`src/rtl/buf_seg_sequencer_pkg.sv`:
```
// Shared types and constants for the buffer segment sequencer.
package buf_seg_sequencer_pkg;

    // Width of the segment count and target (supports up to 15 segments).
    localparam int CNT_W    = 4;
    localparam int NSEG_DEF = 8;

    typedef enum logic {
        ST_IDLE = 1'b0,
        ST_RAMP = 1'b1
    } state_e;

    // Limit a requested segment count to the number of segments present.
    function automatic logic [CNT_W-1:0] clamp_tgt(input logic [CNT_W-1:0] tgt,
                                                   input logic [CNT_W-1:0] lim);
        return (tgt > lim) ? lim : tgt;
    endfunction

endpackage

```
`src/rtl/buf_seg_therm.sv`:
```
// Thermometer decode of the enabled-segment count into per-segment enables.
module buf_seg_therm
    import buf_seg_sequencer_pkg::*;
#(
    parameter int NSEG = NSEG_DEF
) (
    input  logic [CNT_W-1:0] cnt_i,
    output logic [NSEG-1:0]  seg_en_o
);

    // Segment g is on whenever more than g segments are counted.
    for (genvar g = 0; g < NSEG; g++) begin : g_seg
        assign seg_en_o[g] = (cnt_i > CNT_W'(g));
    end

endmodule

```
`src/rtl/buf_seg_sequencer.sv`:
```
// Ramps the number of enabled buffer segments one step at a time toward a
// target, with a programmable dwell between steps and an emergency shutdown.
//
//   state   | meaning
//   --------+--------------------------------------------------------------
//   ST_IDLE | count equals target, waiting for an update strobe
//   ST_RAMP | stepping count toward target, one step per DWELL+1 cycles
module buf_seg_sequencer
    import buf_seg_sequencer_pkg::*;
#(
    parameter int NSEG    = NSEG_DEF,
    parameter int DWELL_W = 4
) (
    input  logic               clk_i,
    input  logic               rn_i,
    input  logic               upd_i,
    input  logic [CNT_W-1:0]   tgt_i,
    input  logic [DWELL_W-1:0] dwell_i,
    input  logic               shdn_i,
    output logic [NSEG-1:0]    seg_en_o,
    output logic [CNT_W-1:0]   cnt_o,
    output logic               busy_o,
    output logic               done_o
);

    localparam logic [CNT_W-1:0] NSEG_C = CNT_W'(NSEG);

    state_e             state_q, state_d;
    logic [CNT_W-1:0]   cnt_q, cnt_d;
    logic [CNT_W-1:0]   tgt_q, tgt_d;
    logic [DWELL_W-1:0] dwell_q, dwell_d;
    logic               done_q, done_d;

    logic [CNT_W-1:0]   tgt_clamped;
    logic [CNT_W-1:0]   tgt_eff;

    // State and datapath registers; reset abandons any ramp in progress.
    always_ff @(posedge clk_i or negedge rn_i) begin
        if (!rn_i) begin
            state_q <= ST_IDLE;
            cnt_q   <= '0;
            tgt_q   <= '0;
            dwell_q <= '0;
            done_q  <= 1'b0;
        end else begin
            state_q <= state_d;
            cnt_q   <= cnt_d;
            tgt_q   <= tgt_d;
            dwell_q <= dwell_d;
            done_q  <= done_d;
        end
    end

    // Next-state logic: shutdown first, then update/retarget, then stepping.
    always_comb begin
        state_d     = state_q;
        cnt_d       = cnt_q;
        tgt_d       = tgt_q;
        dwell_d     = dwell_q;
        done_d      = 1'b0;
        tgt_clamped = clamp_tgt(tgt_i, NSEG_C);
        tgt_eff     = tgt_q;

        if (shdn_i) begin
            state_d = ST_IDLE;
            cnt_d   = '0;
            tgt_d   = '0;
            dwell_d = '0;
        end else begin
            case (state_q)
                ST_IDLE: begin
                    if (upd_i) begin
                        tgt_d = tgt_clamped;
                        if (tgt_clamped != cnt_q) begin
                            dwell_d = dwell_i;
                            state_d = ST_RAMP;
                        end else begin
                            done_d = 1'b1;
                        end
                    end
                end
                ST_RAMP: begin
                    // A retarget takes effect on the same edge; the dwell
                    // counter keeps its phase.
                    if (upd_i) begin
                        tgt_eff = tgt_clamped;
                        tgt_d   = tgt_clamped;
                    end
                    if (tgt_eff == cnt_q) begin
                        state_d = ST_IDLE;
                        done_d  = 1'b1;
                    end else if (dwell_q != '0) begin
                        dwell_d = dwell_q - DWELL_W'(1);
                    end else begin
                        cnt_d   = (tgt_eff > cnt_q) ? cnt_q + CNT_W'(1)
                                                    : cnt_q - CNT_W'(1);
                        dwell_d = dwell_i;
                        if (cnt_d == tgt_eff) begin
                            state_d = ST_IDLE;
                            done_d  = 1'b1;
                        end
                    end
                end
                default: state_d = ST_IDLE;
            endcase
        end
    end

    assign cnt_o  = cnt_q;
    assign busy_o = (state_q == ST_RAMP);
    assign done_o = done_q;

    buf_seg_therm #(
        .NSEG(NSEG)
    ) u_therm (
        .cnt_i   (cnt_q),
        .seg_en_o(seg_en_o)
    );

endmodule

```
`config.mk`:
```
export PLATFORM = sky130hd
export DESIGN_NAME = buf_seg_sequencer
export DESIGN_NICKNAME = d
export VERILOG_FILES = /design/src/rtl/buf_seg_sequencer_pkg.sv /design/src/rtl/buf_seg_therm.sv /design/src/rtl/buf_seg_sequencer.sv
export SDC_FILE = /design/constraint.sdc
export NUM_CORES = 1
export LEC_CHECK = 0
export ABC_AREA = 1
export BUFFER_PORTS_ARGS = -buffer_cell sky130_fd_sc_hd__buf_2
export CAP_MARGIN = 10
export CORE_AREA = 2 2 48 50
export DETAILED_ROUTE_END_ITERATION = 10
export DIE_AREA = 0 0 50 52
export PLACE_DENSITY = 0.86
export SYNTH_ARGS = -nofsm -noshare
export SYNTH_HDL_FRONTEND = slang
export SYNTH_HIERARCHICAL = 1
export SYNTH_SLANG_ARGS = --single-unit
```
`constraint.sdc`:
```
create_clock -name clk_i -period 4.35 [get_ports clk_i]
set_clock_uncertainty 0.15 [all_clocks]
set_input_delay 0.2175 -clock clk_i [delete_from_list [all_inputs] [get_ports clk_i]]
set_output_delay 0.2175 -clock clk_i [all_outputs]
set_load 0.02 [all_outputs]
```
* After elaboration in Yosys (flattened, before gate mapping) *
Cells that the tools add are included.
W data, S select, Z words.

storage, ports and cells
  logic and storage cells = 61
  bits in registers = 14
  latch bits = 0
  memories = 0
  bits in writable memories = 0
  bits in read-only memories = 0
  input bits = 12
  output and inout bits = 14

operators by class
  mux-type cells = 30
  reductions and logical operators = 4
  div/mod/pow operators = 0
  bitwise logic cells = 1
  equal/unequal tests = 8
  $add $sub $neg = 3
  order comparisons = 10
  multipliers = 0
  shifts and indexed selects = 0

operators by type and width
  operator               count
  $mux W4                15
  $gt A4 B3 Y1 const B   4
  $mux W1                12
  $ne A3 B3 Y1 const B   3
  $eq A4 B4 Y1           2
  $gt A4 B1 Y1 const B   2
  $gt A4 B2 Y1 const B   2
  $pmux W4 S2            1
  $sub A4 B1 Y4 const B  2
  $reduce_and A3 Y1      2
  $add A4 B1 Y4 const B  1
  $gt A4 B4 Y1           1
  $gt A4 B4 Y1 const B   1
  $ne A2 B2 Y1 const B   2
  $ne A4 B4 Y1           1
  $pmux W1 S2            2
  $reduce_bool A4 Y1     1
  $reduce_bool A2 Y1     1
  $not A1 Y1             1

* Depth between registers and ports, before layout *
Gate-level depths: netlist (run 1).

  depth after elaboration = 13
  gate-level depth with buffers = 23
  depth with buffers taken out = 23

* Hierarchy *
The synthesis (run 1) kept the hierarchy.

by module, submodules not included
  module             seq. area each (um^2)  area an instance (um^2)  cells an instance  instances
  buf_seg_sequencer  350.3                  1,046.0                  148                1
  buf_seg_therm      0.0                    70.1                     15                 1

* Worst setup path after synthesis (run 1) *
Ideal clock, no wire load.

  kind = reg2reg
  from = register cnt_q[1] (netlist: cnt_o[1])
  to = register state_q (netlist: busy_o)
  required time = 4,082 ps
  clock period less this slack = 2,530 ps
  cell stages (with the launch flop) = 16
  data arrival time = 2,262 ps
  path slack = 1,820 ps
  setup time = 118 ps
  buffers on the path = 0
  path through = dfrtp_1 -> inv_1 -> ha_1 -> nand2_1 -> nand2_1 -> nand2_1 -> a21oi_1 -> fa_1 -> xor2_1 -> inv_1 -> nand2_1 -> nand3_1 -> nor2_1 -> nand3_1 -> nand3_1 -> nand2_1

on the way
  word-level cells in the longest chain between the ends = 8
  elaborated cells between the ends (all ways) = 14
  classes of those cells = 2 x add/sub; 1 x order compare; 3 x eq/ne; 8 x mux

RTL lines
  item                                   line                     text
  start, declared                        buf_seg_sequencer.sv:29  logic [CNT_W-1:0] cnt_q, cnt_d;
  start signal, assigned                 buf_seg_sequencer.sv:47  cnt_q <= cnt_d;
  $sub A4 B1 Y4 (tied with other cells)  buf_seg_sequencer.sv:96  : cnt_q - CNT_W'(1);
  $mux W4                                buf_seg_sequencer.sv:95  cnt_d = (tgt_eff > cnt_q) ? cnt_q + CNT_W'(1)
  $eq A4 B4 Y1                           buf_seg_sequencer.sv:98  if (cnt_d == tgt_eff) begin
  $mux W1                                buf_seg_sequencer.sv:98
  $mux W1                                buf_seg_sequencer.sv:92  end else if (dwell_q != '0) begin
  $mux W1                                buf_seg_sequencer.sv:89  if (tgt_eff == cnt_q) begin
  $pmux W1 S2 (*)                        buf_seg_sequencer.sv:70  case (state_q)
  $mux W1 (*)                            buf_seg_sequencer.sv:64  if (shdn_i) begin
  via state_d                            buf_seg_sequencer.sv:28  state_e state_q, state_d;
  end signal, assigned                   buf_seg_sequencer.sv:46  state_q <= state_d;
  end, declared                          buf_seg_sequencer.sv:28

The timed path passes the listed nets; every way through them passes the cells marked *.
A chain may end at the register's enable or synchronous reset.

* Worst setup path in the final report (run 1) *
  from = register tgt_q[3]
  to = register state_q (netlist: busy_o)

on the way
  word-level cells in the longest chain between the ends = 11
  elaborated cells between the ends (all ways) = 12
  classes of those cells = 1 x order compare; 2 x eq/ne; 9 x mux

RTL lines
  item                    line                     text
  start, declared         buf_seg_sequencer.sv:30  logic [CNT_W-1:0] tgt_q, tgt_d;
  start signal, assigned  buf_seg_sequencer.sv:48  tgt_q <= tgt_d;
  $mux W4 (*)             -
  $mux W4 (*)             buf_seg_sequencer.sv:70
  $mux W4 (*)             buf_seg_sequencer.sv:64
  $gt A4 B4 Y1            buf_seg_sequencer.sv:95
  $mux W4                 buf_seg_sequencer.sv:95
  $eq A4 B4 Y1            buf_seg_sequencer.sv:98
  $mux W1                 buf_seg_sequencer.sv:98
  $mux W1                 buf_seg_sequencer.sv:92
  $mux W1 (*)             buf_seg_sequencer.sv:89
  $pmux W1 S2 (*)         buf_seg_sequencer.sv:70
  $mux W1 (*)             buf_seg_sequencer.sv:64
  via state_d             buf_seg_sequencer.sv:28

The timed path passes the listed nets; every way through them passes the cells marked *. The select of a mux whose other input is x is not followed.

==> impl_metrics.tcl, run 1 <==
set metrics [dict create \
    fp.dieArea_sq_um 2600 \
    cts_made_buffers 3 \
    critPathArrivalTime_ps 2930 \
    gp_congestion 0.892 \
    rrSetupSlack_ps 1440 \
    area_delta_synth_final_pct 17.8 \
    drt-wirelength-per-cell_um 12.0 \
    cp_max_fo 3 \
    cp_data_required_time_ps 4380 \
    drcViolationCount 0 \
    setup_viol 0 \
    status "finished clean" \
    synth_mux_area_frac 0 \
    cts_buffer_depth 2 \
    tns_ps 0 \
    htreeDepth 1 \
    worstMarginPinSlew_ps 464 \
    ys_warn_count 6 \
    rsz0062_at_grt "false" \
    place_hpwl_um 2180 \
    drive_above_1_share 0.194 \
    seq_area_frac_synth 0.314 \
    insertedDiodeCount 0 \
    finalCritPeriodShare 0.669 \
    powerDensity_nw_per_um2 405 \
    finalNetCount 213 \
    slew_headroom 0.690 \
    yosysTopAreaCellShare 0.314 \
    place_area_sq_um 1270 \
    finalHoldViolCount 0 \
    synth_area_leader_cell "dfrtp_1" \
    synth-simple-area-share 0.280 \
    avgSynthCellArea_sq_um 6.85 \
    grt_pass1_vias 1137 \
    die_h_um 52 \
    vias 1130 \
    end_kind "flop" \
    synth_fa_ha_area_frac 0.108 \
    initialDrtViolationCount 21 \
    syn_nets 184 \
    power_w 0.000532 \
    grt_usage 0.240 \
    ant_nets 0 \
    grt-ovfl-total 0 \
    synth_seq_cells 14 \
    max-vdd-ir-drop_mv 0.263 \
    place.port_buffers 25 \
    drt_pre_antenna_iters 4 \
    synth_cells 163 \
    clkSlewWorstSetupHoldPaths_ps 90 \
    criticalPathCategory "flop to flop" \
    synth.top_cells.by_area "dfrtp_1 31%, nand2_1 13%, inv_1 10%, ha_1 9.0%, nand3_1 6.7%" \
    vias_per_cell 5.16 \
    synth_xor_xnor_area_share 0.0392 \
    hp-class "primary input to flop" \
    grt_pass1_wl_um 4670 \
    final_cell_area_sq_um 1320 \
    yosysUniqueCellTypes 23 \
    clock-sinks 14 \
    p_leak_nw 0.759 \
    ioPinCount 26 \
    fillers 197 \
    period_needed_ps 2910 \
    drt_wl_total_um 2630 \
    core-area_sq_um 2110 \
    grt_max_degree 15 \
    initial_utilization 0.530 \
    fp.dieW_um 50 \
    fin_util 0.624 \
    dp_slack_ps 1460 \
    grt_antenna_before_repair 0 \
    post-cts-setup-buffers 0 \
    synth_compound_area_frac 0.145 \
    syn_area_sq_um 1120 \
    tritoncts "yes" \
    worstSetupStartpointType "flop" \
    synth_top_family_by_area "simple AND/OR/NAND/NOR gates" \
    setup_slack_ps 1440 \
    fmax_ghz 0.344 \
    slew_viol_final 0 \
    rows 17 \
    cts_root_buf "clkbuf_4" \
    clk_latency_ps 280 \
    drv_cap 0 \
]
[cells in the final DEF, fill, tap and decap left out, types with 2 or more instances in the layout]
cell type  instances
nand4_1            3
o21ai_2            3
nand3_1           15
nor2_1            12
buf_2             25
clkbuf_4           3
inv_1             30
ha_1               8
nand2_1           40
xnor2_1            3
inv_2              2
a21oi_1           10
xor2_1             2
o21ai_0           10
dfrtp_1           14
[cell usage after synthesis]
cell / instances
a211oi_1: 1
o21ai_0: 10
nor3_1: 1
a21oi_1: 10
or2_0: 1
fa_1: 1
inv_1: 30
nand3_1: 15
nor2_1: 12
inv_2: 2
xor2_1: 2
clkbuf_1: 2
ha_1: 8
nand2_2: 1
o22ai_2: 1
nand4_1: 3
a21boi_1: 1
a22oi_1: 1
nor2_2: 1
dfrtp_1: 14
nand2_1: 40
o21ai_2: 3
xnor2_1: 3
[worst max-delay path, stage by stage (launching register included)]
cell and delay (ps):
dfrtp_1 380, o21ai_0 300, inv_1 110, ha_1 310
nand2_1 60, inv_1 60, nand3_1 90, inv_1 100
a21oi_1 70, fa_1 380, xor2_1 230, inv_1 80
nand2_1 70, nand3_1 60, nor2_1 90, nand3_1 110
nand3_1 90, nand2_1 50
[power by group]
part           internal (W)  switching (W)  total [W]
Clock             0.0000510      0.0000425  0.0000935
Combinational     0.0000945       0.000176   0.000270
Sequential         0.000148      0.0000207   0.000168
Total              0.000293       0.000239   0.000532
[area by class of cell]
type | count | area [sq um] | area share
Clock buffer | 4 | 36.3 | 0.0276
Multi-Input combinational cell | 115 | 638 | 0.485
Inverter | 32 | 120 | 0.0913
Sequential cell | 14 | 350 | 0.266
Tap cell | 28 | 35.0 | 0.0266
Timing Repair Buffer | 26 | 135 | 0.103
[through the flow]
| step | std cells | hold slack (ps) |
|---|---|---|
| 6_report | 219 | 58.5 |
| 5_1_grt | 219 | 47.8 |
| 4_1_cts | 219 | 55.7 |
| 3_5_place_dp | 214 | -23.5 |
| 3_3_place_gp | 214 | -25.6 |
| 2_1_floorplan | 163 | -228 |
[layer usage]
layer,global-route usage,part of all wire
met5,0,0
met4,0.102,0.014
met3,0.0345,0.032
met2,0.443,0.52
met1,0.274,0.43
[worst paths after layout]
check,startpoint,endpoint,depth (start not counted)
setup reg to reg,tgt_q[3]$_DFF_PN0_,busy_o$_DFF_PN0_,17
hold reg to reg,dwell_q[1]$_DFFE_PN0P_,dwell_q[1]$_DFFE_PN0P_,2
hold / removal,shdn_i,tgt_q[2]$_DFF_PN0_,2
min in group asynchronous,rn_i,tgt_q[3]$_DFF_PN0_,2
setup / recovery,tgt_q[3]$_DFF_PN0_,busy_o$_DFF_PN0_,17
max in group asynchronous,rn_i,tgt_q[0]$_DFF_PN0_,2
[state kept, by name, indices dropped and copies added (netlist names)]
register and count:
cnt_o 4, dwell_q 4, done_o 1, busy_o 1, tgt_q 4
[logic make-up (layout without fill, tap and decap cells)]
group | Yosys count | after routing
AO/OA/AOI/OAI | 27 | 27
XOR/XNOR | 5 | 5
AND/OR/NAND/NOR | 74 | 74
flip-flops | 14 | 14
buffers and inverters | 34 | 62
adder cells (fa/ha/maj) | 9 | 9
[timing repair]
item | 4_1_cts | 5_1_grt
endpoints found under the hold margin | 14 | 0
hold buffers | 1 | 0
gates resized for setup | 0 | 0
No activity file was read; power rests on OpenSTA's default activity.
==> run 2: changes to the inputs <==
Settings changed: CORE_AREA 2 2 48 50 to 2 2 52 54, DIE_AREA 0 0 50 52 to 0 0 54 56, PLACE_DENSITY 0.86 to 0.78.
Clock period 4.35 ns to 2.5 ns, I/O delays scaled along.
==> run 2 against run 1 <==
Via count is 8.0% higher. Utilization is 1.8 points higher. Total power is 100% higher. The flow now finishes with violations (negative setup slack). Highest routed layer unchanged. Sequential share of layout area is 4.0 points lower. Critical path type unchanged. Combinational power is 140% higher. Worst hold slack better by 3.4 ps.
==> impl_metrics.tcl, run 2 (synthesis gave the netlist of run 1 again) <==
set metrics [dict create \
    grt_antenna_before_repair 0 \
    cts_buffer_depth 2 \
    grt_usage 0.223 \
    slew_headroom 0.724 \
    power_w 0.00108 \
    criticalPathCategory "flop to flop" \
    die_h_um 56 \
    critPathMaxStageDelay_ps 380 \
    drt_pre_antenna_iters 4 \
    violations "negative setup slack" \
    initialDrtViolationCount 32 \
    placed_cells 230 \
    finalHoldViolCount 0 \
    cts_root_buf "clkbuf_4" \
    htreeDepth 1 \
    p_switching_w 0.000499 \
    fin_util 0.642 \
    comb_power_share 0.607 \
    drt-wirelength-per-cell_um 13.1 \
    rsz0062_at_grt "true" \
    status "finished with violations" \
    setup_slack_ps -95.4 \
    finalCritPeriodShare 1.04 \
    seqPwrFrac 0.259 \
    p_leak_nw 0.844 \
    worstMarginPinSlew_ps 412 \
    mostFrequentLayoutCells "35 x nand2_1, 27 x inv_1, 25 x buf_2" \
    r2r_end "busy_o$_DFF_PN0_" \
    drt_wl_total_um 3120 \
    drcViolationCount 0 \
    place.port_buffers 25 \
    crit_end "busy_o$_DFF_PN0_" \
    cts_made_buffers 3 \
    period_needed_ps 2600 \
    gp_congestion 0.853 \
    finalNetCount 230 \
    worstSetupStartpointType "flop" \
    r2r_start "tgt_q[3]$_DFF_PN0_" \
    area_delta_synth_final_pct 40.0 \
    max-vdd-ir-drop_mv 0.426 \
    critPathArrivalTime_ps 2640 \
    vias 1220 \
    cp_max_fo 2 \
    crit_chain "o21ai_2 > inv_2 > ha_4 > nand2_4 > inv_4 > nand3_4 > inv_4 > a21oi_4 > fa_2 > xor2_2 > inv_1 > nand2_1 > nand3_1 > nor2_1 > nand3_1 > nand3_1 > nand2_1" \
    core-area_sq_um 2430 \
    power.share.clock 0.133 \
    rrSetupSlack_ps -100 \
    ioPinCount 26 \
    grt_pass1_vias 1177 \
    clkSlewWorstSetupHoldPaths_ps 90 \
    drv_cap 0 \
    powerDensity_nw_per_um2 693 \
    clock-sinks 14 \
    tritoncts "yes" \
    layout_commonest_cell "nand2_1" \
    vias_per_cell 5.13 \
    insertedDiodeCount 0 \
    rows 18 \
    clk_latency_ps 290 \
    place_hpwl_um 2200 \
    grt_pass1_wl_um 5060 \
    cp_data_required_time_ps 2550 \
    grt-ovfl-total 0 \
    end_kind "flop" \
    fp.dieArea_sq_um 3020 \
    drive_above_1_share 0.356 \
    initial_utilization 0.459 \
    crit_top_cell "nand3_1" \
    grt_max_degree 15 \
    setup_viol 2 \
    fp.dieW_um 54 \
    layoutNonFillerInstCount 238 \
    ant_nets 0 \
    hp-class "primary input to flop" \
    cp_slowest_cell "dfrtp_1" \
    worst_r2r_path_depth 17 \
    p_int_w 0.000583 \
    fmax_ghz 0.385 \
    netSwitchingFraction 0.461 \
    crit_start "tgt_q[3]$_DFF_PN0_" \
    slew_viol_final 0 \
]
-- run 2: changes by cell type in the layout (fill, tap and decap cells not counted), sizes merged --
cell	previous run	this run
buf	25	41
dlygate4sd3	1	2
-- run 2: routing by layer --
layer / vias to the layer above / GRT usage / wire length [um] / share of wire
met5: - / 0 / 0 / 0
met4: 0 / 0.0857 / 112 / 0.036
met1: 564 / 0.269 / 1260 / 0.40
li1: 605 / - / - / -
met3: 13 / 0.0349 / 129 / 0.041
met2: 38 / 0.383 / 1620 / 0.52
-- run 2: critical path, delay by kind of cell (launching register included) --
kind	cells	cell delay, ps
xor gates and xnor gates	1	190
AOI/OAI and AO/OA	2	210
buffers and inverters	4	300
DFF	1	380
and+or+nand+nor	8	580
adders and majority gates	2	660
-- run 2: power groups by stage --
stage	clock network (W)	registers, W	logic, W
floorplan	0	0.000308	0.000325
global placement	0	0.000283	0.000501
detailed placement	0	0.000284	0.000516
CTS	0.000144	0.000280	0.000574
global route	0.000158	0.000286	0.000727
finish	0.000145	0.000281	0.000657
-- run 2: worst min-delay path by stage --
stage	startpoint	end	cells past startpoint
finish	tgt_i[0]	tgt_q[0]$_DFF_PN0_	3
global route	tgt_i[0]	tgt_q[0]$_DFF_PN0_	3
CTS	tgt_i[0]	tgt_q[0]$_DFF_PN0_	3
detailed placement	rn_i	tgt_q[1]$_DFF_PN0_	1
global placement	rn_i	tgt_q[0]$_DFF_PN0_	1
floorplan	rn_i	busy_o$_DFF_PN0_	0
-- run 2: cell type report --
cell class | count | area, sq um
repair buffers | 43 | 265
multi-input cells | 115 | 754
flip-flops and latches | 14 | 354
well taps | 30 | 37.5
clock buffers | 4 | 26.3
fillers | 234 | 870
inverters | 32 | 125
-- run 2: what timing repair did --
item | in CTS | in global routing
endpoints found under the setup margin | 3 | 3
cloned | 0 | 0
pin swaps | 3 | 8
buffers inserted | 1 | 1
endpoints found under the hold margin | 18 | 0
resized for setup | 11 | 16
hold buffers | 2 | 0
-- run 2: stage by stage --
step | TNS (ps) | setup slack, ps | hold slack [ps] | instance area (sq um)
3_3_place_gp | 0 | 6.56 | -110 | 1380
6_report | -177 | -95.4 | 61.9 | 1560
5_1_grt | -543 | -239 | 52.5 | 1560
4_1_cts | 0 | 4.60 | 24.0 | 1490
3_5_place_dp | -219 | -117 | -106 | 1380
2_1_floorplan | 0 | 64.1 | -321 | 1120
